$ cat config.mk
export PLATFORM = sky130hd
export DESIGN_NAME = apb_arbiter_2m1s
export DESIGN_NICKNAME = d
export VERILOG_FILES = /design/src/rtl/apb_arb_defs_pkg.sv /design/src/rtl/apb_arb_timer.sv /design/src/rtl/apb_arbiter_2m1s.sv
export SDC_FILE = /design/constraint.sdc
export NUM_CORES = 1
export LEC_CHECK = 0
export ABC_CLOCK_PERIOD_IN_PS = 2000
export BUFFER_PORTS_ARGS = -buffer_cell sky130_fd_sc_hd__buf_2
export CORE_AREA = 4 4 126 128
export DETAILED_ROUTE_END_ITERATION = 12
export DIE_AREA = 0 0 130 132
export GPL_ROUTABILITY_DRIVEN = 1
export PLACE_DENSITY = 0.54
export SYNTH_ARGS = -nofsm -noshare
export SYNTH_HDL_FRONTEND = slang
export SYNTH_SLANG_ARGS = --single-unit
$ cat constraint.sdc
create_clock -name clock -period 2 [get_ports clock]
set_input_delay 0.6 -clock clock [delete_from_list [all_inputs] [get_ports clock]]
set_output_delay 0.6 -clock clock [all_outputs]
set_load 0.05 [all_outputs]
$ cat src/rtl/apb_arb_defs_pkg.sv
// apb_arb_defs: shared types for the two-requester APB arbiter.
//   state_t : arbiter FSM encoding (IDLE=0, SETUP=1, ACCESS=2)
//   idx_t   : requester index, IW bits wide
package apb_arb_defs;
    localparam int IW = 1;
    typedef logic [IW-1:0] idx_t;
    typedef enum logic [1:0] {
        IDLE   = 2'd0,
        SETUP  = 2'd1,
        ACCESS = 2'd2
    } state_t;
endpackage

$ cat src/rtl/apb_arb_timer.sv
// apb_arb_timer: access-phase watchdog counter for the APB arbiter.
//   clock, reset : system clock, synchronous active-high reset
//   clear        : zero the count
//   enable       : count one more cycle
//   expired      : count has reached TIMEOUT_CYCLES (always 0 when TIMEOUT_CYCLES is 0)
module apb_arb_timer #(
    parameter int TIMEOUT_CYCLES = 0,
    parameter int TW = 8
) (
    input  logic clock,
    input  logic reset,
    input  logic clear,
    input  logic enable,
    output logic expired
);
    logic [TW-1:0] count;
    always_ff @(posedge clock)
        if (reset || clear) count <= '0;
        else if (enable) count <= count + 1'b1;
    assign expired = (TIMEOUT_CYCLES != 0) && (count == TW'(TIMEOUT_CYCLES));
endmodule

$ cat src/rtl/apb_arbiter_2m1s.sv
// apb_arbiter_2m1s: round-robin arbiter sharing one APB completer between two requesters.
//   clock, reset            : system clock, synchronous active-high reset
//   m0_* / m1_* (in)        : requester APB address/control/data
//   m0_* / m1_* (out)       : pready/prdata/pslverr returned to each requester
//   out_* (out)             : completer address/control/data driven by the arbiter
//   out_pready/prdata/pslverr (in) : completer response
module apb_arbiter_2m1s
    import apb_arb_defs::*;
#(
    parameter int TIMEOUT_CYCLES = 0,
    parameter int TW = 8
) (
    input  logic        clock,
    input  logic        reset,
    input  logic [31:0] m0_paddr,
    input  logic        m0_psel,
    input  logic        m0_penable,
    input  logic        m0_pwrite,
    input  logic [2:0]  m0_pprot,
    input  logic [31:0] m0_pwdata,
    input  logic [3:0]  m0_pstrb,
    output logic        m0_pready,
    output logic [31:0] m0_prdata,
    output logic        m0_pslverr,
    input  logic [31:0] m1_paddr,
    input  logic        m1_psel,
    input  logic        m1_penable,
    input  logic        m1_pwrite,
    input  logic [2:0]  m1_pprot,
    input  logic [31:0] m1_pwdata,
    input  logic [3:0]  m1_pstrb,
    output logic        m1_pready,
    output logic [31:0] m1_prdata,
    output logic        m1_pslverr,
    output logic [31:0] out_paddr,
    output logic        out_psel,
    output logic        out_penable,
    output logic        out_pwrite,
    output logic [2:0]  out_pprot,
    output logic [31:0] out_pwdata,
    output logic [3:0]  out_pstrb,
    input  logic        out_pready,
    input  logic [31:0] out_prdata,
    input  logic        out_pslverr
);
    state_t state;
    idx_t   owner;
    idx_t   rr;
    logic   expired, done, timeout, active, q0, q1;
    // requests are recognised by psel alone; penable carries no information here
    logic   unused;
    assign unused = m0_penable ^ m1_penable;

    apb_arb_timer #(.TIMEOUT_CYCLES(TIMEOUT_CYCLES), .TW(TW)) timer (
        .clock   (clock),
        .reset   (reset),
        .clear   (state == SETUP),
        .enable  (state == ACCESS && !out_pready),
        .expired (expired)
    );

    // reset gates completion so an aborted transfer never reports pready
    assign done    = (state == ACCESS) && !reset && (out_pready || expired);
    assign timeout = done && !out_pready;
    assign active  = state != IDLE;
    assign q0      = done && owner == 1'b0;
    assign q1      = done && owner == 1'b1;

    always_ff @(posedge clock) begin
        if (reset) begin
            state <= IDLE;
            owner <= '0;
            rr    <= '0;
        end else begin
            case (state)
                IDLE:
                    if (m0_psel || m1_psel) begin
                        owner <= (m0_psel && m1_psel) ? rr : idx_t'(m1_psel);
                        state <= SETUP;
                    end
                SETUP: state <= ACCESS;
                ACCESS:
                    if (done) begin
                        rr    <= ~owner;
                        state <= IDLE;
                    end
                default: state <= IDLE;
            endcase
        end
    end

    assign out_psel    = active;
    assign out_penable = state == ACCESS;
    assign out_paddr   = !active ? '0 : owner[0] ? m1_paddr  : m0_paddr;
    assign out_pwrite  = !active ? '0 : owner[0] ? m1_pwrite : m0_pwrite;
    assign out_pprot   = !active ? '0 : owner[0] ? m1_pprot  : m0_pprot;
    assign out_pwdata  = !active ? '0 : owner[0] ? m1_pwdata : m0_pwdata;
    assign out_pstrb   = !active ? '0 : owner[0] ? m1_pstrb  : m0_pstrb;

    assign m0_pready  = q0;
    assign m1_pready  = q1;
    assign m0_prdata  = (q0 && !timeout) ? out_prdata : '0;
    assign m1_prdata  = (q1 && !timeout) ? out_prdata : '0;
    assign m0_pslverr = q0 && (out_pslverr || timeout);
    assign m1_pslverr = q1 && (out_pslverr || timeout);
endmodule

# Yosys cells after proc, flatten, opt, wreduce, memory -nomap -nowiden
# Cells that the tools add are included.
[totals]
ramBits = 0
rom_bits = 0
latch_bits = 0
output_inout_bits = 142
elab_cells = 44
memories = 0
regBits = 4
[op_classes]
eq_ne = 4
shift = 0
add_sub_neg = 0
n_div = 0
magnitude_cmp = 0
mul = 0
bitwise_logic = 1
reduce_logical = 20
mux = 16
[ops]
columns = ["op", "count"]
rows = [
  ["$mux 32", 6],
  ["$logic_and 1x1->1", 10],
  ["$mux 4", 2],
  ["$mux 3", 2],
  ["$pmux 2 s3", 1],
  ["$reduce_and 2->1", 3],
  ["$mux 2", 2],
  ["$logic_not 1->1", 3],
  ["$mux 1", 3],
  ["$eq 2x1->1 const B", 1],
  ["$eq 2x2->1 const B", 1],
  ["$logic_not 2->1", 1],
  ["$logic_or 1x1->1", 2],
  ["$ne 2x1->1 const B", 1],
  ["$ne 2x2->1 const B", 1],
  ["$reduce_bool 2->1", 1],
  ["$not 1->1", 1],
]

# Logic depth before layout (Yosys ltp)
# Gate-level depths: netlist of run 1.
[depth]
ltp_word = 7
ltp_mapped = 5
ltp_nobuf = 3

# By module
# Synthesis of run 1 repeated with hierarchy kept, for this count alone.
[hier_totals]
cells_unflattened = 264
area_unflattened_um2 = 1839.3
[by_module_without_submodules]
columns = ["mod", "instances", "area_each_um2", "seq_area_each_um2", "cells_each"]
rows = [
  ["apb_arbiter_2m1s", 1, 1828.0, 80.1, 262],
  ["apb_arb_timer", 1, 11.3, 0.0, 2],
]

# Worst setup path before layout of run 1
# OpenSTA, ideal clock, no wires.
[synth_timing]
kind = "input port to output port"
startpoint = "input reset"
endpoint = "output m1_prdata[23]"
path_slack_ns = -0.717
required_time_ns = 1.400
t_arrival_ns = 2.117
n_path_buf = 2
stages = 4
cell_sequence = "nand4bb_1 buf_2 buf_2 nor3_1"
[synth_between]
elab_chain_cells = 7
[synth_lines]
columns = ["element", "line", "rtl"]
rows = [
  ["start, declared", "apb_arbiter_2m1s.sv:14", "input logic reset,"],
  ["$logic_not 1->1 *", "apb_arbiter_2m1s.sv:63", "assign done = (state == ACCESS) && !reset && (out_pready || expired);"],
  ["$logic_and 1x1->1 * (2 in a row)", "apb_arbiter_2m1s.sv:63", ""],
  ["$logic_and 1x1->1", "apb_arbiter_2m1s.sv:64", "assign timeout = done && !out_pready;"],
  ["$logic_not 1->1", "apb_arbiter_2m1s.sv:103", "assign m1_prdata = (q1 && !timeout) ? out_prdata : '0;"],
  ["$logic_and 1x1->1 *", "apb_arbiter_2m1s.sv:103", ""],
  ["$mux 32 *", "apb_arbiter_2m1s.sv:103", ""],
  ["end, declared", "apb_arbiter_2m1s.sv:33", "output logic [31:0] m1_prdata,"],
]
# Mark *: on every way between the ends. The rest lies on a longest branch, timed or not.

# Final worst setup path of run 1
[layout_timing]
startpoint = "input reset"
endpoint = "output m0_prdata[11]"
[layout_between]
elab_chain_cells = 7
[layout_lines]
columns = ["element", "line", "rtl"]
rows = [
  ["$logic_not 1->1 *", "apb_arbiter_2m1s.sv:63", ""],
  ["$logic_and 1x1->1 * (2 in a row)", "apb_arbiter_2m1s.sv:63", ""],
  ["$logic_and 1x1->1", "apb_arbiter_2m1s.sv:64", ""],
  ["$logic_not 1->1", "apb_arbiter_2m1s.sv:102", "assign m0_prdata = (q0 && !timeout) ? out_prdata : '0;"],
  ["$logic_and 1x1->1 *", "apb_arbiter_2m1s.sv:102", ""],
  ["$mux 32 *", "apb_arbiter_2m1s.sv:102", ""],
  ["end, declared", "apb_arbiter_2m1s.sv:23", "output logic [31:0] m0_prdata,"],
]
# Marks and branches as above.

==> results of run 1 <==
-- critical path, cell delays in order --
cell and delay (ns):
buf_6 0.09, nand4bb_4 0.22, buf_12 0.18, buf_16 0.17, nor3_4 0.16, buf_6 0.19
-- area by class of cell --
cell class | count | area, um2 | area share
timing repair buffer | 386 | 3632 | 0.5362
multi-input combinational | 227 | 2604 | 0.3844
tap | 188 | 235.2 | 0.03472
inverter | 35 | 136.4 | 0.02013
sequential | 4 | 87.58 | 0.01293
clock buffer | 4 | 78.83 | 0.01164
-- cells by family (layout without fill, tap and decap cells) --
family	Yosys count	count (layout)	synth area share
and+or+nand+nor	152	152	0.3947
muxes	73	73	0.3906
buffers and inverters	65	425	0.1639
DFF	4	4	0.04281
AOI/OAI and AO/OA	2	2	0.008024
-- state kept, by name, summed over array words and instances (netlist names) --
signal / count
state: 2
owner: 1
rr: 1
-- report_power, final --
part           internal [uW]  switching, uW
registers               86.4           8.04
clock network            263           59.0
logic                    991           1310
total                   1340           1380
-- path summary, 6_finish.rpt --
| path | slack, ns | end | from |
|---|---|---|---|
| worst min-delay path | 0.48 | rr | rr |
| worst max-delay path | -0.23 | m0_prdata[11] | reset |
| worst min register to register | 0.48 | rr | rr |
| worst max register to register | 0.74 | owner | state[1] |
-- metal layers --
layer	global-route usage	vias up
li1	-	1719
met1	0.1437	1584
met2	0.2636	191
met3	0.02715	20
met4	0.03233	0
met5	0	-
-- cell usage after synthesis, drive strengths merged --
| cell type | number | share of area |
|---|---|---|
| nor3 | 68 | 0.21 |
| nor2 | 76 | 0.15 |
| a32o | 1 | 0.0054 |
| clkbuf | 2 | 0.0040 |
| buf | 28 | 0.090 |
| nand2b | 3 | 0.010 |
| inv | 35 | 0.070 |
| nor2b | 2 | 0.0067 |
| mux2i | 73 | 0.39 |
| or3b | 2 | 0.0094 |
| dfxtp | 4 | 0.043 |
| nand4bb | 1 | 0.0060 |
| a21oi | 1 | 0.0027 |
-- stage by stage --
| stage | utilization | setup slack [ns] | cells | total power [uW] | hold WS, ns |
|---|---|---|---|---|---|
| after floorplan | - | -0.2580 | 296 | 1173 | 0.4466 |
| after global placement | 0.3164 | -0.3398 | 809 | 1724 | 0.4715 |
| after detailed placement | 0.3164 | -0.3629 | 809 | 1724 | 0.4739 |
| after CTS | 0.4047 | -0.2264 | 833 | 2372 | 0.4797 |
| after global routing | 0.4557 | -0.2496 | 844 | 2842 | 0.5182 |
| final | 0.4557 | -0.2283 | 844 | 2718 | 0.4780 |
-- what timing repair did --
action / in CTS / in global routing
resized for setup: 295 / 140
setup buffers: 19 / 4
pin swaps: 16 / 31
gates cloned: 5 / 10
endpoints found under the setup margin: 140 / 140
hold buffers: 0 / 0
==> results.cfg, run 1 <==
[run_status]
status = finished, violations left
violations = negative setup slack

[floorplan]
core_um2 = 14860
initial_core_util = 0.1258
die_w_um = 130
row_count = 45
die_h_um = 132
dieArea_um2 = 17160
pin_count = 326

[grt]
track_usage = 0.1345
grt_pass1_wl_um = 18660
antenna_found_initial = 0
grt_pass1_vias = 3570
grt_max_degree = 31
gr-total-overflow = 0

[sta]
worst_slack_ns = -0.2283
setup_viol_count_final = 112
max_freq_mhz = 448.8
drv_slew = 0
tightestPinTransition_ns = 0.3020
clock_skew_ns = 0.0003503
tns_ns = -13.06
relSlewSlack = 0.7929
final.period_utilization = 1.114
finalHoldViolCount = 0
fin_crit_ns = 2.228
rsz0062_at_grt = true

[detailed_routing]
met1_length_um = 4541
wire_per_inst_um = 16.04
vias_per_cell = 4.164
drt_iter0_markers = 46
routed_wl_um = 13540
topRoutingLayerUsed = met4
wl_met2_um = 7579
dr.pass1.iters = 4
drc = 0
vias = 3514
dr_wl_met3_um = 1146
detail-route-antenna-nets = 0

[setup_path]
cp-end-kind = output pin
worstPathArrival_ns = 1.63
cp_max_fo = 10
critPathLaunchType = primary input
reg2reg_depth = 3
path_class = in -> out
crit_required_ns = 1.40

[hold_path]
hold_depth = 2
min_path_type = reg -> reg

[clock_network]
cts_buffers = 3
clkTransAtPathRegs_ns = 0.03
cts_root_buffer = clkbuf_16
clock_path_buffers = 2
cts_htree_levels = 1
cts_tree = done
clk-insertion-delay-late_ns = 0.23
clock-sinks = 4

[synth]
netlist_area_um2 = 1871
yosysWarnings = 0
syn_area_per_cell_um2 = 6.319
mappedNetlistNets = 480
ys_types = 18
netlist_instances = 296
synth-seq-cells = 4
seq_area_frac_synth = 0.04281

[power_and_ir_drop]
p_leak_uw = 0.003149
peakVddDrop_mv = 0.2163
power_density_nw_per_um2 = 401.2

[final_layout]
insertedDiodeCount = 0
finalInstanceArea_um2 = 6774
final_common_cell = buf_2
final_cell_mix = 181 x buf_2, 141 x buf_6, 64 x nor3_4
nNetsFinal = 841
synthToLayoutAreaGrowth_pct = 262.1
fill_cells = 1380
drive_gt1_frac = 0.8171

[placement]
placed_area_um2 = 4703
place_hpwl_um = 9405
portBuffers = 323
place_congestion = 0.7696

[job]
max_cap_viol_count = 0
No activity file was read; power rests on OpenSTA's default activity.
==> run 2: changes to the inputs <==
--- a/config.mk
+++ b/config.mk
@@ -11,7 +11,9 @@
 export DETAILED_ROUTE_END_ITERATION = 12
 export DIE_AREA = 0 0 130 132
 export GPL_ROUTABILITY_DRIVEN = 1
+export GPL_TIMING_DRIVEN = 1
 export PLACE_DENSITY = 0.54
+export SETUP_SLACK_MARGIN = 0.4
 export SYNTH_ARGS = -nofsm -noshare
 export SYNTH_HDL_FRONTEND = slang
 export SYNTH_SLANG_ARGS = --single-unit
==> run 2 against run 1 <==
Compared with the run above:
- the run still ends with negative setup slack left
- via count grew 2.6%
- flip-flop and latch count is the same
- total power grew 12%
- die area is the same
- clock power grew 1%
- worst hold slack gained 0.0068 ns
- count of clock-buffer cells in the layout is the same
- largest power group unchanged
==> results.cfg, run 2 (synthesis gave the netlist of run 1 again) <==
[detailed_routing]
wire_per_inst_um = 16.77
drc = 0
dr.pass1.iters = 4
routed_wl_um = 14320
detail-route-antenna-nets = 0
vias_per_cell = 4.221
drt_iter0_markers = 52
vias = 3605

[clock_network]
clock_path_buffers = 2
cts_htree_levels = 1
clock-sinks = 4
cts_root_buffer = clkbuf_16
clk-insertion-delay-late_ns = 0.23
cts_tree = done
cts_buffers = 3
clkTransAtPathRegs_ns = 0.03

[floorplan]
core_um2 = 14860
row_count = 45
die_w_um = 130
die_h_um = 132
dieArea_um2 = 17160
pin_count = 326
initial_core_util = 0.1258

[power_and_ir_drop]
p_seq_frac = 0.031
p_int_uw = 1519
power_density_nw_per_um2 = 409.9
power_switching_uw = 1531
clockPowerShare = 0.107
combinationalPowerShare = 0.862
p_leak_uw = 0.003296
swShare = 0.5020
peakVddDrop_mv = 0.2745

[final_layout]
nNetsFinal = 851
postLayoutCoreUtil = 0.5007
final_cell_mix = 191 x buf_2, 130 x buf_6, 65 x nor3_4
largest_register_ffs = 2
insertedDiodeCount = 0
synthToLayoutAreaGrowth_pct = 297.9
finalInstanceArea_um2 = 7442
largest-register = state
final_common_cell = buf_2
reg.largest.list = state x2, owner x1, rr x1
drive_gt1_frac = 0.9009

[sta]
tightestPinTransition_ns = 0.3451
max_freq_mhz = 456.8
rsz0062_at_grt = true
worst_slack_ns = -0.1892
drv_slew = 0
fin_crit_ns = 2.189
relSlewSlack = 0.7633
clock_skew_ns = 0.002834
tns_ns = -17.81
final.period_utilization = 1.095
setup_viol_count_final = 140
finalHoldViolCount = 0

[setup_path]
worstPathArrival_ns = 1.59
rr_endpoint = state[0]
crit_required_ns = 1.40
cp_max_fo = 9
path_class = in -> out
reg2reg_depth = 6
critPathLaunchType = primary input
cp-end-kind = output pin
rr_startpoint = state[0]
rrSetupSlack_ns = 0.68

[grt]
gr-total-overflow = 0
antenna_found_initial = 0
grt_max_degree = 22
grt_pass1_wl_um = 19350
grt_pass1_vias = 3707
track_usage = 0.1396

[placement]
placed_area_um2 = 5047
portBuffers = 323
place_congestion = 0.7779
place_hpwl_um = 9692

[hold_path]
hold_depth = 2
hp-start = rr
min_path_type = reg -> reg
min_to = rr

[run_status]
status = finished, violations left
violations = negative setup slack

[job]
max_cap_viol_count = 0
## run 2: worst max-delay path by stage
stage / from / cells past startpoint / to
2_1_floorplan: reset / 4 / m0_prdata[0]
3_3_place_gp: reset / 5 / m0_prdata[24]
3_5_place_dp: reset / 5 / m1_prdata[25]
4_1_cts: reset / 6 / m0_prdata[7]
5_1_grt: state[0] / 6 / out_pwdata[4]
6_report: reset / 6 / m0_prdata[0]
## run 2: cell type report
cell class	count	area, um2
flip-flops and latches	4	87.58
fillers	1302	7422
multi-input cells	227	3129
inverters	35	132.6
repair buffers	396	3779
clock buffers	4	78.83
well taps	188	235.2
## run 2: stage by stage
stage / setup slack, ns / total power, uW / instances / hold WS [ns]
global placement: -0.3182 / 1903 / 803 / 0.4752
floorplan: -0.2580 / 1396 / 296 / 0.4466
finish: -0.1892 / 3051 / 854 / 0.4848
CTS: -0.1747 / 2675 / 835 / 0.4816
detailed placement: -0.3209 / 1906 / 803 / 0.4761
global route: -0.2256 / 3173 / 854 / 0.5011
## run 2: routing by layer
metal	GRT usage	vias to the layer above	wire length, um	part of all wire
li1	-	1751	-	-
met1	0.1474	1664	4689	0.33
met2	0.2831	181	8285	0.58
met3	0.03241	9	1249	0.087
met4	0.01212	0	97	0.0068
met5	0	-	0	0
## run 2: worst max-delay path: stages
cell and delay (ns):
buf_6 0.09, nand4bb_4 0.19, buf_12 0.18, clkbuf_16 0.18, nor3_4 0.14, buf_6 0.18
## run 2: timing repair
| item | CTS | global route |
|---|---|---|
| hold buffers | 0 | 0 |
| gates resized for setup | 286 | 145 |
| endpoints found under the setup margin | 142 | 142 |
| setup buffers | 19 | 9 |
| pin swaps | 10 | 3 |
| gates cloned | 9 | 10 |
## run 2: power groups by stage
stage          Clock, uW  Sequential, uW  Combinational (uW)
6_report             326            95.2                2630
5_1_grt              342            96.1                2740
4_1_cts              330            92.4                2250
3_5_place_dp           0            96.6                1810
3_3_place_gp           0            96.8                1810
2_1_floorplan          0            93.2                1300
